===== src/rtl/noc_pkt_initiator_if.sv =====
// Bundles the core-side packet handshakes and the NoC-side flit links of the packet initiator.
// master is the initiator's view; slave is the core/NI environment's view.
interface noc_pkt_initiator_if #(
  parameter int FLIT_W          = 16,
  parameter int TOTAL_FLITS     = 4,
  parameter int MAX_OUTSTANDING = 2
);
  localparam int PKT_W = FLIT_W * TOTAL_FLITS;
  localparam int OUT_W = $clog2(MAX_OUTSTANDING + 1);

  logic [PKT_W-1:0]  req_pkt;
  logic              req_valid;
  logic              req_ready;
  logic [FLIT_W-1:0] o_flit;
  logic              enable;
  logic              ready;
  logic [FLIT_W-1:0] i_flit;
  logic              i_flit_valid;
  logic              i_flit_ready;
  logic [PKT_W-1:0]  resp_pkt;
  logic              resp_valid;
  logic              resp_ready;
  logic [OUT_W-1:0]  outstanding;
  logic              protocol_err;

  modport master (
    input  req_pkt, req_valid, ready, i_flit, i_flit_valid, resp_ready,
    output req_ready, o_flit, enable, i_flit_ready, resp_pkt, resp_valid,
    output outstanding, protocol_err
  );

  modport slave (
    output req_pkt, req_valid, ready, i_flit, i_flit_valid, resp_ready,
    input  req_ready, o_flit, enable, i_flit_ready, resp_pkt, resp_valid,
    input  outstanding, protocol_err
  );
endinterface


===== src/rtl/noc_pkt_initiator.sv =====
// Serialises request packets into flits (head one cycle after accept) and reassembles response flits (resp_valid one cycle after tail).
// Low ready stalls the current flit in place; low resp_ready holds the response and blocks further response flits.
module noc_pkt_initiator #(
  parameter int FLIT_W          = 16,
  parameter int TOTAL_FLITS     = 4,
  parameter int MAX_OUTSTANDING = 2
) (
  input  logic                clk,
  input  logic                resetn,
  noc_pkt_initiator_if.master bus
);
  localparam int CNT_W = $clog2(TOTAL_FLITS);
  localparam int OUT_W = $clog2(MAX_OUTSTANDING + 1);
  localparam logic [CNT_W-1:0] LAST_FLIT = CNT_W'(TOTAL_FLITS - 1);
  localparam logic [OUT_W-1:0] MAX_OUT   = OUT_W'(MAX_OUTSTANDING);

  typedef logic [TOTAL_FLITS-1:0][FLIT_W-1:0] pkt_t;
  typedef enum logic {TX_IDLE, TX_SEND} tx_state_e;
  typedef enum logic {RX_COLLECT, RX_HOLD} rx_state_e;

  tx_state_e         tx_state_q, tx_state_d;
  rx_state_e         rx_state_q, rx_state_d;
  logic [CNT_W-1:0]  tx_cnt_q, tx_cnt_d;
  logic [CNT_W-1:0]  rx_cnt_q, rx_cnt_d;
  pkt_t              tx_buf_q, tx_buf_d;
  pkt_t              rx_buf_q, rx_buf_d;
  logic [OUT_W-1:0]  outstanding_q, outstanding_d;
  logic              protocol_err_q, protocol_err_d;

  logic              req_rdy;
  logic              tx_vld;
  logic [FLIT_W-1:0] tx_dat;
  logic              tx_tail_xfer;
  logic              rx_rdy;
  logic              rx_flit_xfer;
  logic              resp_vld;
  logic              resp_xfer;

  always_comb begin
    tx_state_d   = tx_state_q;
    tx_cnt_d     = tx_cnt_q;
    tx_buf_d     = tx_buf_q;
    req_rdy      = 1'b0;
    tx_vld       = 1'b0;
    tx_dat       = '0;
    tx_tail_xfer = 1'b0;
    unique case (tx_state_q)
      TX_IDLE: begin
        // Gated by resetn so req_ready reads 0 while reset is held.
        req_rdy = resetn && (outstanding_q < MAX_OUT);
        if (bus.req_valid && req_rdy) begin
          tx_buf_d   = pkt_t'(bus.req_pkt);
          tx_cnt_d   = '0;
          tx_state_d = TX_SEND;
        end
      end
      TX_SEND: begin
        tx_vld = 1'b1;
        tx_dat = tx_buf_q[tx_cnt_q];
        if (bus.ready) begin
          if (tx_cnt_q == LAST_FLIT) begin
            tx_state_d   = TX_IDLE;
            tx_tail_xfer = 1'b1;
          end else begin
            tx_cnt_d = tx_cnt_q + 1'b1;
          end
        end
      end
      default: tx_state_d = TX_IDLE;
    endcase
  end

  always_comb begin
    rx_state_d   = rx_state_q;
    rx_cnt_d     = rx_cnt_q;
    rx_buf_d     = rx_buf_q;
    rx_rdy       = 1'b0;
    rx_flit_xfer = 1'b0;
    resp_vld     = 1'b0;
    resp_xfer    = 1'b0;
    unique case (rx_state_q)
      RX_COLLECT: begin
        rx_rdy       = resetn;
        rx_flit_xfer = bus.i_flit_valid && rx_rdy;
        if (rx_flit_xfer) begin
          rx_buf_d[rx_cnt_q] = bus.i_flit;
          if (rx_cnt_q == LAST_FLIT) begin
            rx_cnt_d   = '0;
            rx_state_d = RX_HOLD;
          end else begin
            rx_cnt_d = rx_cnt_q + 1'b1;
          end
        end
      end
      RX_HOLD: begin
        resp_vld  = 1'b1;
        resp_xfer = bus.resp_ready;
        if (resp_xfer) begin
          rx_state_d = RX_COLLECT;
        end
      end
      default: rx_state_d = RX_COLLECT;
    endcase
  end

  // A tail and a response handshake in the same cycle cancel out.
  always_comb begin
    outstanding_d = outstanding_q;
    if (tx_tail_xfer && !resp_xfer) begin
      outstanding_d = outstanding_q + 1'b1;
    end else if (resp_xfer && !tx_tail_xfer && (outstanding_q != '0)) begin
      outstanding_d = outstanding_q - 1'b1;
    end
    protocol_err_d = protocol_err_q || (rx_flit_xfer && (outstanding_q == '0));
  end

  always_ff @(posedge clk or negedge resetn) begin
    if (!resetn) begin
      tx_state_q     <= TX_IDLE;
      rx_state_q     <= RX_COLLECT;
      tx_cnt_q       <= '0;
      rx_cnt_q       <= '0;
      tx_buf_q       <= '0;
      rx_buf_q       <= '0;
      outstanding_q  <= '0;
      protocol_err_q <= 1'b0;
    end else begin
      tx_state_q     <= tx_state_d;
      rx_state_q     <= rx_state_d;
      tx_cnt_q       <= tx_cnt_d;
      rx_cnt_q       <= rx_cnt_d;
      tx_buf_q       <= tx_buf_d;
      rx_buf_q       <= rx_buf_d;
      outstanding_q  <= outstanding_d;
      protocol_err_q <= protocol_err_d;
    end
  end

  assign bus.req_ready    = req_rdy;
  assign bus.enable       = tx_vld;
  assign bus.o_flit       = tx_dat;
  assign bus.i_flit_ready = rx_rdy;
  assign bus.resp_valid   = resp_vld;
  assign bus.resp_pkt     = resp_vld ? rx_buf_q : '0;
  assign bus.outstanding  = outstanding_q;
  assign bus.protocol_err = protocol_err_q;
endmodule

===== src/flat_wrapper.sv =====
// flat-port wrapper written by rule: the top's interface ports become plain ports
module noc_pkt_initiator_flat 
#(
  parameter int FLIT_W          = 16,
  parameter int TOTAL_FLITS     = 4,
  parameter int MAX_OUTSTANDING = 2
)
  (clk, resetn, bus_req_pkt, bus_req_valid, bus_ready, bus_i_flit, bus_i_flit_valid, bus_resp_ready, bus_req_ready, bus_o_flit, bus_enable, bus_i_flit_ready, bus_resp_pkt, bus_resp_valid, bus_outstanding, bus_protocol_err);
  noc_pkt_initiator_if #(.FLIT_W(FLIT_W), .TOTAL_FLITS(TOTAL_FLITS), .MAX_OUTSTANDING(MAX_OUTSTANDING)) bus_i ();
  input  logic clk;
  input  logic resetn;
  input wire logic [$bits(bus_i.req_pkt)-1:0] bus_req_pkt;
  input wire logic [$bits(bus_i.req_valid)-1:0] bus_req_valid;
  input wire logic [$bits(bus_i.ready)-1:0] bus_ready;
  input wire logic [$bits(bus_i.i_flit)-1:0] bus_i_flit;
  input wire logic [$bits(bus_i.i_flit_valid)-1:0] bus_i_flit_valid;
  input wire logic [$bits(bus_i.resp_ready)-1:0] bus_resp_ready;
  output wire logic [$bits(bus_i.req_ready)-1:0] bus_req_ready;
  output wire logic [$bits(bus_i.o_flit)-1:0] bus_o_flit;
  output wire logic [$bits(bus_i.enable)-1:0] bus_enable;
  output wire logic [$bits(bus_i.i_flit_ready)-1:0] bus_i_flit_ready;
  output wire logic [$bits(bus_i.resp_pkt)-1:0] bus_resp_pkt;
  output wire logic [$bits(bus_i.resp_valid)-1:0] bus_resp_valid;
  output wire logic [$bits(bus_i.outstanding)-1:0] bus_outstanding;
  output wire logic [$bits(bus_i.protocol_err)-1:0] bus_protocol_err;
  assign bus_i.req_pkt = bus_req_pkt;
  assign bus_i.req_valid = bus_req_valid;
  assign bus_i.ready = bus_ready;
  assign bus_i.i_flit = bus_i_flit;
  assign bus_i.i_flit_valid = bus_i_flit_valid;
  assign bus_i.resp_ready = bus_resp_ready;
  assign bus_req_ready = bus_i.req_ready;
  assign bus_o_flit = bus_i.o_flit;
  assign bus_enable = bus_i.enable;
  assign bus_i_flit_ready = bus_i.i_flit_ready;
  assign bus_resp_pkt = bus_i.resp_pkt;
  assign bus_resp_valid = bus_i.resp_valid;
  assign bus_outstanding = bus_i.outstanding;
  assign bus_protocol_err = bus_i.protocol_err;
  noc_pkt_initiator #(.FLIT_W(FLIT_W), .TOTAL_FLITS(TOTAL_FLITS), .MAX_OUTSTANDING(MAX_OUTSTANDING)) u_core (.clk(clk), .resetn(resetn), .bus(bus_i));
endmodule

===== config.mk =====
export PLATFORM = sky130hd
export DESIGN_NAME = noc_pkt_initiator_flat
export DESIGN_NICKNAME = d
export VERILOG_FILES = /design/src/rtl/noc_pkt_initiator_if.sv /design/src/rtl/noc_pkt_initiator.sv /design/src/flat_wrapper.sv
export SDC_FILE = /design/constraint.sdc
export NUM_CORES = 1
export LEC_CHECK = 0
export CORE_MARGIN = 5
export CORE_UTILIZATION = 45
export DETAILED_ROUTE_END_ITERATION = 10
export GPL_TIMING_DRIVEN = 0
export PLACE_DENSITY = 0.75
export SLEW_MARGIN = 20
export SYNTH_ARGS = -nofsm -noshare
export SYNTH_HDL_FRONTEND = slang
export SYNTH_SLANG_ARGS = --single-unit

===== constraint.sdc =====
create_clock -name clk -period 2.3 [get_ports clk]
set_input_delay 0.345 -clock clk [delete_from_list [all_inputs] [get_ports clk]]
set_output_delay 0.345 -clock clk [all_outputs]
set_load 0.01 [all_outputs]

# Word level (Yosys, flattened, before mapping)
# Index checks and enable logic that the tools add are counted.
dict set report word_totals {
  ram_bits 0
  input_bits 86
  n_memories 0
  latchBits 0
  elab_cells 77
  out_inout_bits 87
  reg_bits 137
  romBits 0
}
dict set report op_classes {
  bitwise_logic 2
  n_div 0
  n_eq_ne 5
  reduce_logical 17
  shift 0
  mux 31
  order_cmp 4
  addsub 4
  n_mul 0
}
# operator n
set ops {}
lappend ops {{bitwise mux 64 bit} 1}
lappend ops {{two-way mux 64 bit} 1}
lappend ops {{two-way mux 16 bit} 3}
lappend ops {{binary-select mux 16 bit (select 2 bit)} 1}
lappend ops {{demux 16 bit (select 2 bit)} 1}
lappend ops {{two-way mux 1 bit} 15}
lappend ops {{two-way mux 2 bit} 6}
lappend ops {{logical AND 1 bit} 8}
lappend ops {{adder 2 x 1 -> 2 bit, second input constant} 3}
lappend ops {{less-than comparator 2 x 3 -> 1 bit, second input constant} 2}
lappend ops {{== test 2 bit, second input constant} 2}
lappend ops {{inequality test 2 bit, second input constant} 2}
lappend ops {{one-hot mux 1 bit (2 select lines)} 2}
lappend ops {{one-hot mux 2 bit (2 select lines)} 1}
lappend ops {{AND reduction 2 bit} 2}
lappend ops {{nonzero test 2 bit} 2}
lappend ops {{AND reduction 3 bit} 1}
lappend ops {{greater-or-equal comparator 2 x 1 -> 1 bit, second input constant} 1}
lappend ops {{logical NOT 1 bit} 2}
lappend ops {{logical NOT 2 bit} 1}
lappend ops {{less-than comparator 2 bit, second input constant} 1}
lappend ops {{inequality test 2 x 1 -> 1 bit, second input constant} 1}
lappend ops {{NOT 1 bit} 2}
lappend ops {{subtractor 2 x 1 -> 2 bit, second input constant} 1}
lappend ops {{logical OR 1 bit} 1}

# Logic depth before layout (Yosys ltp)
dict set report logic_depth {
  depth_word 9
  depth_mapped 5
  depth_no_buf 4
}

# Worst setup path after synthesis
# Ideal clock, no wire load.
dict set report synth_timing {
  kind {register to output}
  start {reg u_core.tx_cnt_q[0]}
  end {out bus_o_flit[14]}
  arrival_time_ns 1.382
  path_slack_ns 0.573
  n_path_buf 2
  stages_incl_launch_ff 5
  t_required_ns 1.955
  cell_sequence {dfrtp_1 > buf_4 > buf_6 > mux4_2 > and2_1}
}
dict set report synth_between {
  elab_chain_cells 3
}
# element line_no
set synth_rtl {}
lappend synth_rtl {{start: declaration} noc_pkt_initiator.sv:23} ;# logic [CNT_W-1:0] tx_cnt_q, tx_cnt_d;
lappend synth_rtl {{start signal: assignment} noc_pkt_initiator.sv:130} ;# tx_cnt_q <= tx_cnt_d;
lappend synth_rtl {{binary-select mux 16 bit (select 2 bit)} noc_pkt_initiator.sv:59} ;# tx_dat = tx_buf_q[tx_cnt_q];
lappend synth_rtl {{two-way mux 16 bit (implied by the code)} noc_pkt_initiator.sv:59}
lappend synth_rtl {{two-way mux 16 bit} noc_pkt_initiator.sv:47} ;# unique case (tx_state_q)
lappend synth_rtl {{end: declaration} flat_wrapper.sv:19} ;# output wire logic [$bits(bus_i.o_flit)-1:0] bus_o_flit;
# Every way passes these cells. The select of a mux whose other input is x is not followed.

# Final worst setup path
dict set report layout_timing {
  start {reg u_core.tx_cnt_q[0]}
  end {out bus_o_flit[13]}
}
# The elaborated chain is that of the path after synthesis.

==> results.toml <==
[status]
result_of_the_run = "completed"

[placement]
placement.cell_area_um2 = 8570
place.gp.congestion = 0.775
placement.io_buffers = 172
dpl.hpwl_um = 11400

[power]
switchingPower_w = 0.00323
leakagePower_nw = 4.19
power_frac_seq = 0.377
p_clk_frac = 0.214
vdd_ir_drop_max_mv = 0.620
power.density_nw_per_um2 = 1220
power.switching_fraction = 0.284
p_int_w = 0.00814
pwr-share-comb = 0.409

[clocking]
clk_pin_slew_ns = 0.05
cts_made_buffers = 17
max-clock-path-buffers = 2
clkLatencyLatePin_ns = 0.41
cts_num_sinks = 137
tritoncts = "done"
root_buffer = "sky130_fd_sc_hd__clkbuf_16"
cts_max_level = 4

[die]
number_of_placed_i_o_pins = 173
initial_core_util = 0.456
die_h_um = 131
row_count = 44
die_area_um2 = 17100
coreArea_um2 = 14400
floorplan.die.width_um = 131

[detailed_routing]
antenna_violating_nets_post_route = 0
post_dr_wirelength_cell_um = 19.8
avgViaCountPerCell = 5.10
detail_route.first_pass.iterations = 4
totalWireLength_um = 16400
detail_route.iter0.violations = 163
dr_total_vias = 4220
detail_route.drc_violations = 0

[global_routing]
grt_pass1_wl_um = 25700
first_global_vias = 4724
globalRoute.totalOverflow = 0
track_usage = 0.197
antenna_violations_before_repair = 0
grt_start_max_net_pins = 53

[cells_and_area]
stdcell_area_um2 = 9320
final_common_cell = "sky130_fd_sc_hd__clkdlybuf4s50_1"
antenna_cells = 0
most-common-layout-cells = "153 x sky130_fd_sc_hd__clkdlybuf4s50_1, 136 x sky130_fd_sc_hd__dfrtp_1, 78 x sky130_fd_sc_hd__mux2_4"
fillers = 1066
nNetsFinal = 725
area_growth_syn_to_layout_pct = 41.6
drive_gt1_frac = 0.363

[sta]
fmax_ghz = 0.447
min_period_over_period = 0.973
finalMaxSlewViolations = 0
final-setup-viol-count = 0
finalCriticalPeriod_ns = 2.24
grt_setup_unrepaired = "true"
timing.max_slew.rel_slack = 0.663
worst_pin_slew_ns = 0.505
fin_skew_ns = 0.00462
hold_viol = 0
finalHoldWorstSlack_ns = 0.0217

[yosys]
synth_area_um2 = 6580
netlist.top_cell.by_area = "sky130_fd_sc_hd__dfrtp_1"
synth_top_cell_area_share = 0.521
postSynthAreaPerCell_um2 = 15.3
ys_warn_count = 0
yosysUniqueCellTypes = 33
ys_top_cells_by_area = "sky130_fd_sc_hd__dfrtp_1 52%, sky130_fd_sc_hd__mux2_4 18%, sky130_fd_sc_hd__mux2_2 8.6%"
synth-seq-area-share = 0.521
mappedNetlistNets = 522
synth_cells = 431
ys_ff_latch = 137

[critical_path]
critical_path.startpoint_type = "flop"
critical_path.endpoint_type = "output port"
crit_type = "reg -> out"
r2r-start = "u_core.rx_state_q$_DFF_PN0_"
crit_path_start = "u_core.tx_cnt_q[0]$_DFFE_PN0P_"
cp_arrival_ns = 1.89
crit_path_required_time_ns = 1.96
path_max_fanout = 5

[flow_run]
max-cap-violations = 0

[worst_hold_path]
timing.hold.worst.class = "in -> async"
## timing repair
action / in CTS / in global routing
endpoints found under the setup margin: 78 / 34
hold buffers: 3 / 0
endpoints found under the hold margin: 52 / 0
gates cloned: 2 / 0
resized for setup: 90 / 10
setup buffers: 7 / 0
pin swaps: 1 / 0
## Yosys cell counts
cell type and number:
sky130_fd_sc_hd__mux4_2 16, sky130_fd_sc_hd__buf_2 4, sky130_fd_sc_hd__mux2_2 50, sky130_fd_sc_hd__buf_4 1, sky130_fd_sc_hd__nand4_1 1, sky130_fd_sc_hd__mux2_4 78, sky130_fd_sc_hd__buf_12 1, sky130_fd_sc_hd__dfrtp_1 137
sky130_fd_sc_hd__nor3b_1 1, sky130_fd_sc_hd__nor2_1 2, sky130_fd_sc_hd__nand2_8 4, sky130_fd_sc_hd__inv_1 6, sky130_fd_sc_hd__nor2b_1 1, sky130_fd_sc_hd__and2_1 80, sky130_fd_sc_hd__and4bb_1 1, sky130_fd_sc_hd__o22ai_1 1
sky130_fd_sc_hd__buf_6 9, sky130_fd_sc_hd__a21o_1 2, sky130_fd_sc_hd__and3b_1 1, sky130_fd_sc_hd__a21bo_2 1, sky130_fd_sc_hd__a22o_1 2, sky130_fd_sc_hd__buf_8 1, sky130_fd_sc_hd__a31oi_1 1, sky130_fd_sc_hd__nand4b_1 1
sky130_fd_sc_hd__nand3_1 1, sky130_fd_sc_hd__nand2b_1 1, sky130_fd_sc_hd__ha_1 5, sky130_fd_sc_hd__nand2_1 4, sky130_fd_sc_hd__mux2i_1 2, sky130_fd_sc_hd__clkbuf_1 9, sky130_fd_sc_hd__o21ai_0 3, sky130_fd_sc_hd__nand3b_1 1
sky130_fd_sc_hd__a21oi_1 3
## path summary, 6_finish.rpt
path,to,slack [ns],cells after the start
max,bus_o_flit[13],0.06,6
min,u_core.rx_buf_q[35]$_DFFE_PN0P_,0.02,3
max reg2reg,u_core.rx_buf_q[8]$_DFFE_PN0P_,0.56,6
min reg2reg,u_core.bus.protocol_err$_DFF_PN0_,0.46,1
max in group asynchronous,u_core.tx_buf_q[34]$_DFFE_PN0P_,2.04,2
min in group clk,u_core.bus.protocol_err$_DFF_PN0_,0.46,1
## logic make-up (layout without fill, tap and decap cells)
group | count (synthesis) | count (layout) | share of synthesized area
mux | 146 | 146 | 0.321
buf+inv | 31 | 244 | 0.0335
flops | 137 | 137 | 0.521
simple gates | 99 | 99 | 0.102
compound gates | 13 | 13 | 0.0129
fa+ha+maj | 5 | 5 | 0.00950
## worst max-delay path: stages (launching register included)
cell and delay, ns:
sky130_fd_sc_hd__dfrtp_1 0.38, sky130_fd_sc_hd__buf_12 0.15, sky130_fd_sc_hd__buf_12 0.13, sky130_fd_sc_hd__buf_6 0.09, sky130_fd_sc_hd__mux4_2 0.47, sky130_fd_sc_hd__and2_4 0.15
sky130_fd_sc_hd__buf_6 0.11
## state kept, by name (all words and copies together) (netlist names)
register	count
u_core.rx_buf_q	64
u_core.tx_buf_q	64
u_core.bus.outstanding	2
u_core.rx_cnt_q	2
u_core.tx_cnt_q	2
u_core.bus.protocol_err	1
u_core.rx_state_q	1
u_core.tx_state_q	1
## metrics by stage
| step | power, W | instances | util | setup WS (ns) | TNS (ns) |
|---|---|---|---|---|---|
| after CTS | 0.0115 | 829 | 0.647 | -0.00794 | -0.00794 |
| after global routing | 0.0120 | 828 | 0.646 | -0.0257 | -0.0257 |
| after floorplan | 0.00713 | 431 | - | 0.573 | 0 |
| final | 0.0114 | 828 | 0.646 | 0.0626 | 0 |
| after global placement | 0.00861 | 787 | 0.592 | -4.58 | -1221.82 |
| after detailed placement | 0.00880 | 788 | 0.594 | -0.226 | -5.11 |
## metal layers
| layer | GRT usage | routed length [um] | up-vias |
|---|---|---|---|
| li1 | - | - | 1909 |
| met1 | 0.253 | 6910 | 2113 |
| met2 | 0.318 | 7750 | 173 |
| met3 | 0.0589 | 1420 | 25 |
| met4 | 0.0696 | 295 | 0 |
| met5 | 0 | 0 | - |
## power groups by stage
stage	combinational (W)	clock (W)	sequential, W
after floorplan	0.00308	0	0.00405
after global placement	0.00441	0	0.00421
after detailed placement	0.00452	0	0.00428
after CTS	0.00474	0.00249	0.00427
after global routing	0.00501	0.00258	0.00441
final	0.00466	0.00243	0.00429
## cell type report
cell class	instances	area, um2	share of cell area
Inverter	6	22.5	0.00242
Tap cell	184	230	0.0247
Clock buffer	26	509	0.0546
Timing Repair Buffer	184	1890	0.203
Sequential cell	137	3430	0.368
Multi-Input combinational cell	263	2950	0.317
Buffer	25	267	0.0286
Clock inverter	3	15.0	0.00161
(Power assumes the default switching activity.)
